File: config.mk
export PLATFORM = sky130hd
export DESIGN_NAME = cluster_axi2tcdm_bridge
export DESIGN_NICKNAME = d
export VERILOG_FILES = /design/src/rtl/cluster_axi2tcdm_bridge_pkg.sv /design/src/rtl/cluster_axi2tcdm_rsp_fifo.sv /design/src/rtl/cluster_axi2tcdm_bridge.sv
export SDC_FILE = /design/constraint.sdc
export NUM_CORES = 1
export LEC_CHECK = 0
export BUFFER_PORTS_ARGS = -buffer_cell sky130_fd_sc_hd__buf_2
export CAP_MARGIN = 10
export CORE_AREA = 2 2 174 176
export CTS_BUF_LIST = sky130_fd_sc_hd__clkbuf_2
export DETAILED_ROUTE_END_ITERATION = 6
export DIE_AREA = 0 0 176 178
export PLACE_DENSITY = 0.68
export SLEW_MARGIN = 20
export SYNTH_ARGS = -nofsm -noshare
export SYNTH_HDL_FRONTEND = slang
export SYNTH_SLANG_ARGS = --single-unit
export TNS_END_PERCENT = 50
File: constraint.sdc
create_clock -name clk_i -period 9.8 [get_ports clk_i]
set_input_delay 1.47 -clock clk_i [delete_from_list [all_inputs] [get_ports clk_i]]
set_output_delay 1.47 -clock clk_i [all_outputs]
set_load 0.01 [all_outputs]
File: src/rtl/cluster_axi2tcdm_bridge_pkg.sv
// Shared encodings, FSM states and the burst address helper for the AXI-to-TCDM bridge.
package cluster_axi2tcdm_bridge_pkg;
  localparam logic [1:0] BURST_FIXED = 2'b00;
  localparam logic [1:0] BURST_INCR  = 2'b01;
  localparam logic [1:0] BURST_WRAP  = 2'b10;
  localparam logic [1:0] RESP_OKAY   = 2'b00;

  typedef enum logic [1:0] {ST_IDLE, ST_READ, ST_WRITE, ST_WRESP} state_e;

  // Next beat address; the reserved burst encoding behaves as INCR.
  function automatic logic [63:0] burst_next_addr(input logic [63:0] addr, input logic [7:0] len,
                                                  input logic [2:0] size, input logic [1:0] burst);
    logic [63:0] step, wmask, nxt;
    step  = 64'd1 << size;
    wmask = ((64'(len) + 64'd1) << size) - 64'd1;
    case (burst)
      BURST_FIXED: nxt = addr;
      BURST_WRAP:  nxt = (addr & ~wmask) | ((addr + step) & wmask);
      default:     nxt = addr + step;
    endcase
    return nxt;
  endfunction
endpackage

File: src/rtl/cluster_axi2tcdm_rsp_fifo.sv
// Two-entry read-response buffer; push and pop may coincide whenever an entry is available.
module cluster_axi2tcdm_rsp_fifo #(
  parameter int W = 65
) (
  input  logic         clk_i,
  input  logic         rst_i,
  input  logic         push_i,
  input  logic [W-1:0] data_i,
  input  logic         pop_i,
  output logic [W-1:0] data_o,
  output logic         full_o,
  output logic         empty_o,
  output logic [1:0]   cnt_o
);
  logic [1:0][W-1:0] mem_q;
  logic              wr_ptr_q, rd_ptr_q;
  logic [1:0]        cnt_q;
  logic              push_ok, pop_ok;

  assign empty_o = (cnt_q == 2'd0);
  assign full_o  = (cnt_q == 2'd2);
  assign cnt_o   = cnt_q;
  assign data_o  = mem_q[rd_ptr_q];
  assign pop_ok  = pop_i && !empty_o;
  assign push_ok = push_i && (!full_o || pop_ok);

  always_ff @(posedge clk_i or posedge rst_i) begin
    if (rst_i) begin
      mem_q    <= '0;
      wr_ptr_q <= 1'b0;
      rd_ptr_q <= 1'b0;
      cnt_q    <= 2'd0;
    end else begin
      if (push_ok) begin
        mem_q[wr_ptr_q] <= data_i;
        wr_ptr_q        <= ~wr_ptr_q;
      end
      if (pop_ok) rd_ptr_q <= ~rd_ptr_q;
      cnt_q <= cnt_q + {1'b0, push_ok} - {1'b0, pop_ok};
    end
  end
endmodule

File: src/rtl/cluster_axi2tcdm_bridge.sv
// AXI4 burst slave that serialises one transaction at a time into single-word TCDM requests,
// alternating reads and writes when both address channels contend.
module cluster_axi2tcdm_bridge import cluster_axi2tcdm_bridge_pkg::*; #(
  parameter int AXI_ADDR_WIDTH = 32,
  parameter int AXI_DATA_WIDTH = 64,
  parameter int AXI_ID_WIDTH   = 6,
  parameter int AXI_USER_WIDTH = 6,
  parameter int TCDM_SIZE      = 65536
) (
  input  logic                        clk_i,
  input  logic                        rst_i,
  input  logic                        aw_valid_i,
  output logic                        aw_ready_o,
  input  logic [AXI_ID_WIDTH-1:0]     aw_id_i,
  input  logic [AXI_ADDR_WIDTH-1:0]   aw_addr_i,
  input  logic [7:0]                  aw_len_i,
  input  logic [2:0]                  aw_size_i,
  input  logic [1:0]                  aw_burst_i,
  input  logic                        w_valid_i,
  output logic                        w_ready_o,
  input  logic [AXI_DATA_WIDTH-1:0]   w_data_i,
  input  logic [AXI_DATA_WIDTH/8-1:0] w_strb_i,
  input  logic                        w_last_i,
  output logic                        b_valid_o,
  input  logic                        b_ready_i,
  output logic [AXI_ID_WIDTH-1:0]     b_id_o,
  output logic [1:0]                  b_resp_o,
  input  logic                        ar_valid_i,
  output logic                        ar_ready_o,
  input  logic [AXI_ID_WIDTH-1:0]     ar_id_i,
  input  logic [AXI_ADDR_WIDTH-1:0]   ar_addr_i,
  input  logic [7:0]                  ar_len_i,
  input  logic [2:0]                  ar_size_i,
  input  logic [1:0]                  ar_burst_i,
  output logic                        r_valid_o,
  input  logic                        r_ready_i,
  output logic [AXI_ID_WIDTH-1:0]     r_id_o,
  output logic [AXI_DATA_WIDTH-1:0]   r_data_o,
  output logic [1:0]                  r_resp_o,
  output logic                        r_last_o,
  output logic [AXI_USER_WIDTH-1:0]   r_user_o,
  output logic                        tcdm_req_o,
  input  logic                        tcdm_gnt_i,
  output logic [AXI_ADDR_WIDTH-1:0]   tcdm_add_o,
  output logic                        tcdm_wen_o,
  output logic [AXI_DATA_WIDTH/8-1:0] tcdm_be_o,
  output logic [AXI_DATA_WIDTH-1:0]   tcdm_wdata_o,
  input  logic                        tcdm_r_valid_i,
  input  logic [AXI_DATA_WIDTH-1:0]   tcdm_r_rdata_i
);
  localparam int BE_W = AXI_DATA_WIDTH / 8;
  localparam logic [AXI_ADDR_WIDTH-1:0] ADDR_MASK =
    AXI_ADDR_WIDTH'(TCDM_SIZE - 1) & ~AXI_ADDR_WIDTH'(BE_W - 1);

  typedef struct packed {
    logic [AXI_ID_WIDTH-1:0]   id;
    logic [AXI_ADDR_WIDTH-1:0] addr;
    logic [7:0]                len;
    logic [2:0]                size;
    logic [1:0]                burst;
  } txn_t;

  state_e                  state_q, state_d;
  txn_t                    txn_q, txn_d;
  logic [8:0]              issued_q, issued_d, rcvd_q, rcvd_d;
  logic                    prio_rd_q, prio_rd_d;
  logic                    inflight_q;
  logic                    ar_hs, aw_hs, rd_can_issue, rd_gnt, wr_gnt, wr_last;
  logic                    fifo_push, fifo_pop, fifo_full, fifo_empty;
  logic [1:0]              fifo_cnt;
  logic [2:0]              fifo_free;
  logic [AXI_DATA_WIDTH:0] fifo_rdata;
  logic [63:0]             addr_nxt;
  logic                    unused_w_last;

  assign unused_w_last = w_last_i;
  assign ar_hs   = ar_valid_i && ar_ready_o;
  assign aw_hs   = aw_valid_i && aw_ready_o;
  assign wr_gnt  = (state_q == ST_WRITE) && w_valid_i && tcdm_gnt_i;
  assign wr_last = (issued_q == {1'b0, txn_q.len});
  assign rd_gnt  = rd_can_issue && tcdm_gnt_i;
  assign addr_nxt = burst_next_addr(64'(txn_q.addr), txn_q.len, txn_q.size, txn_q.burst);

  // Counting the same-cycle pop as free space keeps reads streaming at one beat per cycle.
  assign fifo_pop     = !fifo_empty && r_ready_i;
  assign fifo_free    = 3'd2 - {1'b0, fifo_cnt} + {2'b0, fifo_pop};
  assign rd_can_issue = (state_q == ST_READ) && (issued_q <= {1'b0, txn_q.len}) &&
                        (fifo_free > {2'b0, inflight_q});
  assign fifo_push    = inflight_q && tcdm_r_valid_i;

  cluster_axi2tcdm_rsp_fifo #(.W(AXI_DATA_WIDTH + 1)) i_rsp_fifo (
    .clk_i   (clk_i),
    .rst_i   (rst_i),
    .push_i  (fifo_push),
    .data_i  ({tcdm_r_rdata_i, rcvd_q == {1'b0, txn_q.len}}),
    .pop_i   (fifo_pop),
    .data_o  (fifo_rdata),
    .full_o  (fifo_full),
    .empty_o (fifo_empty),
    .cnt_o   (fifo_cnt)
  );

  always_ff @(posedge clk_i or posedge rst_i) begin
    if (rst_i) state_q <= ST_IDLE;
    else       state_q <= state_d;
  end

  always_comb begin
    state_d = state_q;
    case (state_q)
      ST_IDLE:  if (ar_hs) state_d = ST_READ; else if (aw_hs) state_d = ST_WRITE;
      ST_READ:  if (fifo_pop && fifo_rdata[0]) state_d = ST_IDLE;
      ST_WRITE: if (wr_gnt && wr_last) state_d = ST_WRESP;
      ST_WRESP: if (b_ready_i) state_d = ST_IDLE;
      default:  state_d = ST_IDLE;
    endcase
  end

  always_comb begin
    ar_ready_o   = 1'b0;
    aw_ready_o   = 1'b0;
    w_ready_o    = 1'b0;
    b_valid_o    = 1'b0;
    tcdm_req_o   = 1'b0;
    tcdm_wen_o   = 1'b0;
    tcdm_be_o    = '0;
    tcdm_wdata_o = '0;
    case (state_q)
      ST_IDLE: begin
        ar_ready_o = ar_valid_i && (!aw_valid_i || prio_rd_q);
        aw_ready_o = aw_valid_i && (!ar_valid_i || !prio_rd_q);
      end
      ST_READ: begin
        tcdm_req_o = rd_can_issue;
        tcdm_wen_o = 1'b1;
        tcdm_be_o  = '1;
      end
      ST_WRITE: begin
        tcdm_req_o   = w_valid_i;
        w_ready_o    = tcdm_gnt_i;
        tcdm_be_o    = w_strb_i;
        tcdm_wdata_o = w_data_i;
      end
      ST_WRESP: b_valid_o = 1'b1;
      default: ;
    endcase
  end

  assign tcdm_add_o = txn_q.addr & ADDR_MASK;
  assign b_id_o     = txn_q.id;
  assign b_resp_o   = RESP_OKAY;
  assign r_valid_o  = !fifo_empty;
  assign r_id_o     = txn_q.id;
  assign r_data_o   = fifo_rdata[AXI_DATA_WIDTH:1];
  assign r_last_o   = fifo_rdata[0];
  assign r_resp_o   = RESP_OKAY;
  assign r_user_o   = '0;

  // Priority only flips when both channels contend, so a lone request never steals the turn.
  always_comb begin
    txn_d     = txn_q;
    issued_d  = issued_q;
    rcvd_d    = rcvd_q;
    prio_rd_d = prio_rd_q;
    if (ar_hs) begin
      txn_d.id    = ar_id_i;
      txn_d.addr  = ar_addr_i;
      txn_d.len   = ar_len_i;
      txn_d.size  = ar_size_i;
      txn_d.burst = ar_burst_i;
      issued_d    = '0;
      rcvd_d      = '0;
    end else if (aw_hs) begin
      txn_d.id    = aw_id_i;
      txn_d.addr  = aw_addr_i;
      txn_d.len   = aw_len_i;
      txn_d.size  = aw_size_i;
      txn_d.burst = aw_burst_i;
      issued_d    = '0;
      rcvd_d      = '0;
    end
    if (state_q == ST_IDLE && ar_valid_i && aw_valid_i) prio_rd_d = !prio_rd_q;
    if (rd_gnt || wr_gnt) begin
      txn_d.addr = addr_nxt[AXI_ADDR_WIDTH-1:0];
      issued_d   = issued_q + 9'd1;
    end
    if (fifo_push) rcvd_d = rcvd_q + 9'd1;
  end

  always_ff @(posedge clk_i or posedge rst_i) begin
    if (rst_i) begin
      txn_q      <= '0;
      issued_q   <= '0;
      rcvd_q     <= '0;
      prio_rd_q  <= 1'b1;
      inflight_q <= 1'b0;
    end else begin
      txn_q      <= txn_d;
      issued_q   <= issued_d;
      rcvd_q     <= rcvd_d;
      prio_rd_q  <= prio_rd_d;
      inflight_q <= rd_gnt;
    end
  end

  logic unused_fifo_full;
  assign unused_fifo_full = fifo_full;
endmodule

-- Yosys cells after proc, flatten, opt, wreduce, memory -nomap -nowiden
Index checks and enable logic that the tools add are counted.
- bits in registers: 207
- input bits: 248
- output and inout bits: 198
- word-level logic and storage cells: 111
- add/sub/neg operators: 9
- order comparisons: 5
- eq/ne operators: 12
- shift operators: 2
- multiplexer cells: 27
- bitwise gates (word level): 6
- reduce and logical (&&, ||, !) cells: 35
- operator list (kind ; count):
    $mux W65 ; 3
    $bwmux W130 ; 1
    $mux W51 ; 2
    $demux W65 S1 ; 1
    $and A32 B32 Y32 ; 2
    $mux W64 ; 1
    $pmux W32 S2 ; 1
    $mux W9 ; 4
    $add A32 B32 Y32 ; 1
    $mux W32 ; 1
    $not A32 Y32 ; 1
    $or A32 B32 Y32 ; 1
    $shl A1 B3 Y32 const A ; 1
    $shl A9 B3 Y32 ; 1
    $sub A32 B1 Y32 const B ; 1
    $add A9 B1 Y9 const B ; 2
    $eq A9 B8 Y1 ; 2
    $logic_and A1 B1 Y1 ; 18
    $pmux W8 S2 ; 1
    $mux W2 ; 5
    $add A8 B1 Y9 const B ; 1
    $le A9 B8 Y1 ; 1
    $eq A2 B2 Y1 const B ; 4
    $pmux W2 S4 ; 1
    21 further kinds ; 39

-- Logic depth before layout (Yosys ltp)
- word-level depth: 10
- gate-level depth with buffers: 15
- depth with buffers taken out: 14

-- By module
A second synthesis with hierarchy kept.
- cell total of the unflattened synthesis: 1183
- area total of the unflattened synthesis: 12298.0 um^2
- modules (own cells, without submodules) (module ; times used ; cells an instance ; area an instance (um^2) ; seq. area each (um^2)):
    cluster_axi2tcdm_rsp_fifo ; 1 ; 373 ; 6251.0 ; 3353.2
    cluster_axi2tcdm_bridge ; 1 ; 810 ; 6047.0 ; 1427.6

-- Least setup slack after synthesis
No wires, ideal clock.
- kind: input to output
- start point: input port r_ready_i
- end point: output port tcdm_req_o
- arrival time: 2.867 ns
- setup slack: 5.463 ns
- stages: 10
- buffers on the path: 0
- cell sequence: nand2_1 -> inv_1 -> ha_1 -> ha_1 -> nor2b_1 -> o21ai_0 -> nand3b_1 -> nor2_1 -> a21oi_1 -> nor2b_1
- cells in the longest elaborated chain, start to end: 5
- ends and longest elaborated chain (item ; RTL line ; source):
    from (decl) ; cluster_axi2tcdm_bridge.sv:36 ; input logic r_ready_i,
    $logic_and A1 B1 Y1 ; cluster_axi2tcdm_bridge.sv:85 ; assign fifo_pop = !fifo_empty && r_ready_i;
    $add A3 B1 Y3 ; cluster_axi2tcdm_bridge.sv:86 ; assign fifo_free = 3'd2 - {1'b0, fifo_cnt} + {2'b0, fifo_pop};
    $gt A3 B1 Y1 ; cluster_axi2tcdm_bridge.sv:88 ; (fifo_free > {2'b0, inflight_q});
    $logic_and A1 B1 Y1 ; cluster_axi2tcdm_bridge.sv:87 ; assign rd_can_issue = (state_q == ST_READ) && (issued_q <= {1'b0, txn_q.len}) &&
    $pmux W1 S2 ; cluster_axi2tcdm_bridge.sv:128 ; case (state_q)
    to (decl) ; cluster_axi2tcdm_bridge.sv:42 ; output logic tcdm_req_o,
Every way passes these cells.

-- Worst setup path in the final report
- start point: register i_rsp_fifo.cnt_q[0] (netlist: i_rsp_fifo.cnt_o[0])
- end point: output port tcdm_req_o
- cells in the longest elaborated chain, start to end: 7
- elaborated cells on any way between the ends: 8
- those cells by class: 2 x add/sub; 1 x order compare; 1 x mux; 4 x reduce/logical
- ends and longest elaborated chain (item ; RTL line ; source):
    from (decl) ; cluster_axi2tcdm_rsp_fifo.sv:17 ; logic [1:0] cnt_q;
    from (signal assigned) ; cluster_axi2tcdm_rsp_fifo.sv:39 ; cnt_q <= cnt_q + {1'b0, push_ok} - {1'b0, pop_ok};
    parallel branches: the longest is 3 deep, another holds $sub A2 B2 Y3 ; n/a ;
    $add A3 B1 Y3 * ; cluster_axi2tcdm_bridge.sv:86 ;
    $gt A3 B1 Y1 * ; cluster_axi2tcdm_bridge.sv:88 ;
    $logic_and A1 B1 Y1 * ; cluster_axi2tcdm_bridge.sv:87 ;
    $pmux W1 S2 * ; cluster_axi2tcdm_bridge.sv:128 ;
Mark *: on every way between the ends.

==> key figures <==
Yosys
  • Asr flop ratio synth: 1.000
  • Share of the synthesized area in the top cell type: 0.4019
  • Ys Warns: 0
  • Synth top cells by count: mux2_2, dfrtp_1, nand2_1
  • Mapped Cells: 1180
  • Mux contribution to synthesized area: 0.1967
  • Most used flip-flop cell after synthesis: dfrtp_1
  • Post-synth top area cell: dfrtp_1
  • Synth Area in Compound Gates: 0.1157
  • Most frequent cell after synthesis: mux2_2
  • Synth unique cells: 75
  • Avg Cell Area, Syn: 10.03 µm²
  • Post-synth EDFFs: 0
  • Main combinational cell family by area after synthesis: multiplexers
  • Register area share after synthesis: 0.4041
  • Synth Area in XOR/XNOR: 0.02940
  • Adder-cell share of the synthesized area: 0.03342
  • Simple-Gate Fraction of Synth Area: 0.1502
  • Post-Syn Area: 11830 µm²
  • Seq cells post-synth: 191
  • Synth area leaders: dfrtp_1, mux2_2, and2_1, buf_4, ha_1

Clock network
  • Hold buffer count at CTS: 0
  • Clk sinks: 191
  • Clk root buf: clkbuf_2
  • Clock-pin slew on the worst setup and hold paths: 0.37 ns
  • Inserted Clock Buffers: 17
  • Cts repair resizes: 0
  • Max Root-Sink Buffers: 2
  • CTS H-Tree Depth: 4
  • Latest clock arrival within the worst-skew pair: 0.82 ns
  • TritonCTS clock tree: done
  • Postcts setup bufs: 0

Final layout
  • Share of post-route cells with drive strength above 1: 0.4311
  • Area growth, synth to finish: 18.80%
  • Final Util: 0.4781
  • # fillers: 2839
  • Post-route cell area: 14060 µm²
  • Final non-filler cell total: roughly 1900
  • Nets: 1776

GRT
  • First-pass GRT wire length: ~53000 µm
  • Gr ovfl total: 0
  • Number of global-route vias before repair: 9587
  • Initial antenna violation count: 21
  • Largest net degree at the start of global routing: 115
  • Total GRT Usage: 0.2196

Place
  • Routability cong.: just over 0.9
  • DP Wirelength: 26840 µm
  • Cell Area, Placed: 13740 µm²
  • Placed instance count: 1868
  • Port Buffers: approximately 380

Run status
  • Status: finished clean

Floorplanning
  • Die area: approximately 31000 µm²
  • Die span in y: 178 µm
  • Starting Density: 0.4024
  • Core Rows: 63
  • Die X: 176 µm
  • Core area: approximately 29000 µm²
  • Io pins: 446

STA
  • Final Max Slew Viols: 0
  • Min Tclk post-route: 4.944 ns
  • Fin Hold WS: 0.5155 ns
  • RSZ-0062 raised after global routing: no
  • Max Clk Rate: 0.2023 GHz
  • Final setup viols: 0
  • Worst clock skew: slightly below 0.07 ns
  • Fin Setup TNS: 0 ns
  • Rel. slew slack: 0.2956
  • Fin crit share: 0.5045
  • Worst slew pin tran: 1.052 ns
  • Final hold violations: 0

Worst setup path
  • Crit-path max FO: 4
  • Crit path DAT: 3.47 ns
  • Crit. End Element: primary output
  • Worst reg2reg setup slack: 5.40 ns
  • Startpoint Class: flip-flop
  • Setup CP Type: reg -> out
  • Worst reg2reg startpoint: txn_q[9]$_DFFE_PP0P_
  • Worst EP required: approximately 8.3 ns
  • FF-to-FF path depth: 9

Min path
  • Hold path endpoint: prio_rd_q$_DFFE_PP1P_
  • Hold wc startpoint: prio_rd_q$_DFFE_PP1P_
  • Hold crit path type: reg -> reg
  • Worst hold path depth: 1

Detailed routing
  • Final wirelength: 35500 µm
  • Antenna-violating nets left: 0
  • Post-DR wirelength/cell: between 15 and 20 µm
  • Drt pass-1 iters: 5
  • DRC: 0
  • DR vias: 10120
  • Initial drt markers: about 750
  • Vias per cell: 5.295

Power and ir drop
  • Total leakage power: 7.095 nW
  • Worst VDD drop: 149.2 µV
  • PwrDens: 314.1 nW/µm²

Flow run
  • Max-cap violations: 0
==> routing by layer <==
metal	wire length, µm	vias to the layer above	global-route usage
li1	-	4777	-
met1	15060	4860	0.2833
met2	15840	401	0.3428
met3	3687	62	0.08632
met4	752	24	0.06164
met5	159	-	0
==> metrics by stage <==
| stage | total power, mW | worst slack, ns |
|---|---|---|
| floorplan | 3.227 | 3.133 |
| CTS | 4.424 | 4.701 |
| global placement | 3.912 | 4.833 |
| detailed placement | 3.976 | 4.774 |
| finish | 4.415 | 4.856 |
| global route | 4.739 | 4.566 |
==> where the power goes <==
part / internal [mW] / switching [mW]
Sequential: 1.12 / 0.279
Combinational: 1.16 / 1.41
Clock: 0.0992 / 0.344
==> cells by family after synthesis <==
family | Yosys count
and+or+nand+nor | 346
AOI/OAI and AO/OA | 211
muxes | 207
DFF | 191
buffers and inverters | 155
xor gates and xnor gates | 38
adders and majority gates | 31
other | 1
==> registers in the layout (all words and copies together) (netlist names), named ones only <==
signal / cells
i_rsp_fifo.mem_q: 130
txn_q: 13
issued_q: 9
rcvd_q: 9
b_id_o: 6
i_rsp_fifo.cnt_o: 2
state_q: 2
i_rsp_fifo.rd_ptr_q: 1
i_rsp_fifo.wr_ptr_q: 1
inflight_q: 1
prio_rd_q: 1
==> worst max path at each step <==
stage,startpoint,end,cells after the start
final,i_rsp_fifo.cnt_o[0]$_DFF_PP0_,tcdm_req_o,12
after global routing,i_rsp_fifo.cnt_o[0]$_DFF_PP0_,tcdm_req_o,12
after CTS,i_rsp_fifo.cnt_o[0]$_DFF_PP0_,tcdm_req_o,12
after detailed placement,r_ready_i,flip-flop,13
after global placement,r_ready_i,flip-flop,13
after floorplan,rst_i,asynchronous set/reset pin,1
==> worst max-delay path: stages (launching register included) <==
cell	delay, ns
dfrtp_1	0.50
or2_2	0.32
nand2_1	0.14
inv_1	0.07
ha_1	0.30
ha_1	0.27
nor2b_1	0.12
o21ai_0	0.29
nand3b_1	0.14
nor2_1	0.15
a21oi_1	0.07
nor2b_1	0.14
buf_2	0.15
==> cells in the final DEF (no fill, tap or decap), types with 10 or more instances in the layout <==
master | netlist | layout
clkbuf_2 | 0 | 17
nor2_1 | 60 | 60
xnor2_1 | 26 | 26
buf_4 | 55 | 12
a21oi_1 | 47 | 47
buf_2 | 10 | 383
mux2_2 | 200 | 200
and2_1 | 70 | 70
nand4_1 | 11 | 11
xor2_1 | 10 | 10
nand3_1 | 40 | 40
nor2b_1 | 16 | 16
a211oi_1 | 10 | 10
inv_1 | 29 | 28
ha_1 | 30 | 29
nand2_1 | 85 | 84
o21ai_0 | 55 | 55
diode_2 | 0 | 12
nor3_1 | 16 | 15
dfrtp_1 | 190 | 189
o22ai_1 | 21 | 21
a31oi_1 | 13 | 13
conb_1 | 1 | 29
==> final cells by class <==
class | count | area (µm²) | area share
clock buffers | 17 | 85.08 | 0.006053
inverters | 30 | 120.1 | 0.008545
clock inverters | 15 | 195.2 | 0.01389
flip-flops and latches | 191 | 4782 | 0.3402
diodes | 12 | 30.03 | 0.002136
multi-input cells | 862 | 6349 | 0.4517
well taps | 390 | 488.0 | 0.03472
repair buffers | 395 | 2007 | 0.1428
No activity file was read; power rests on OpenSTA's default activity.
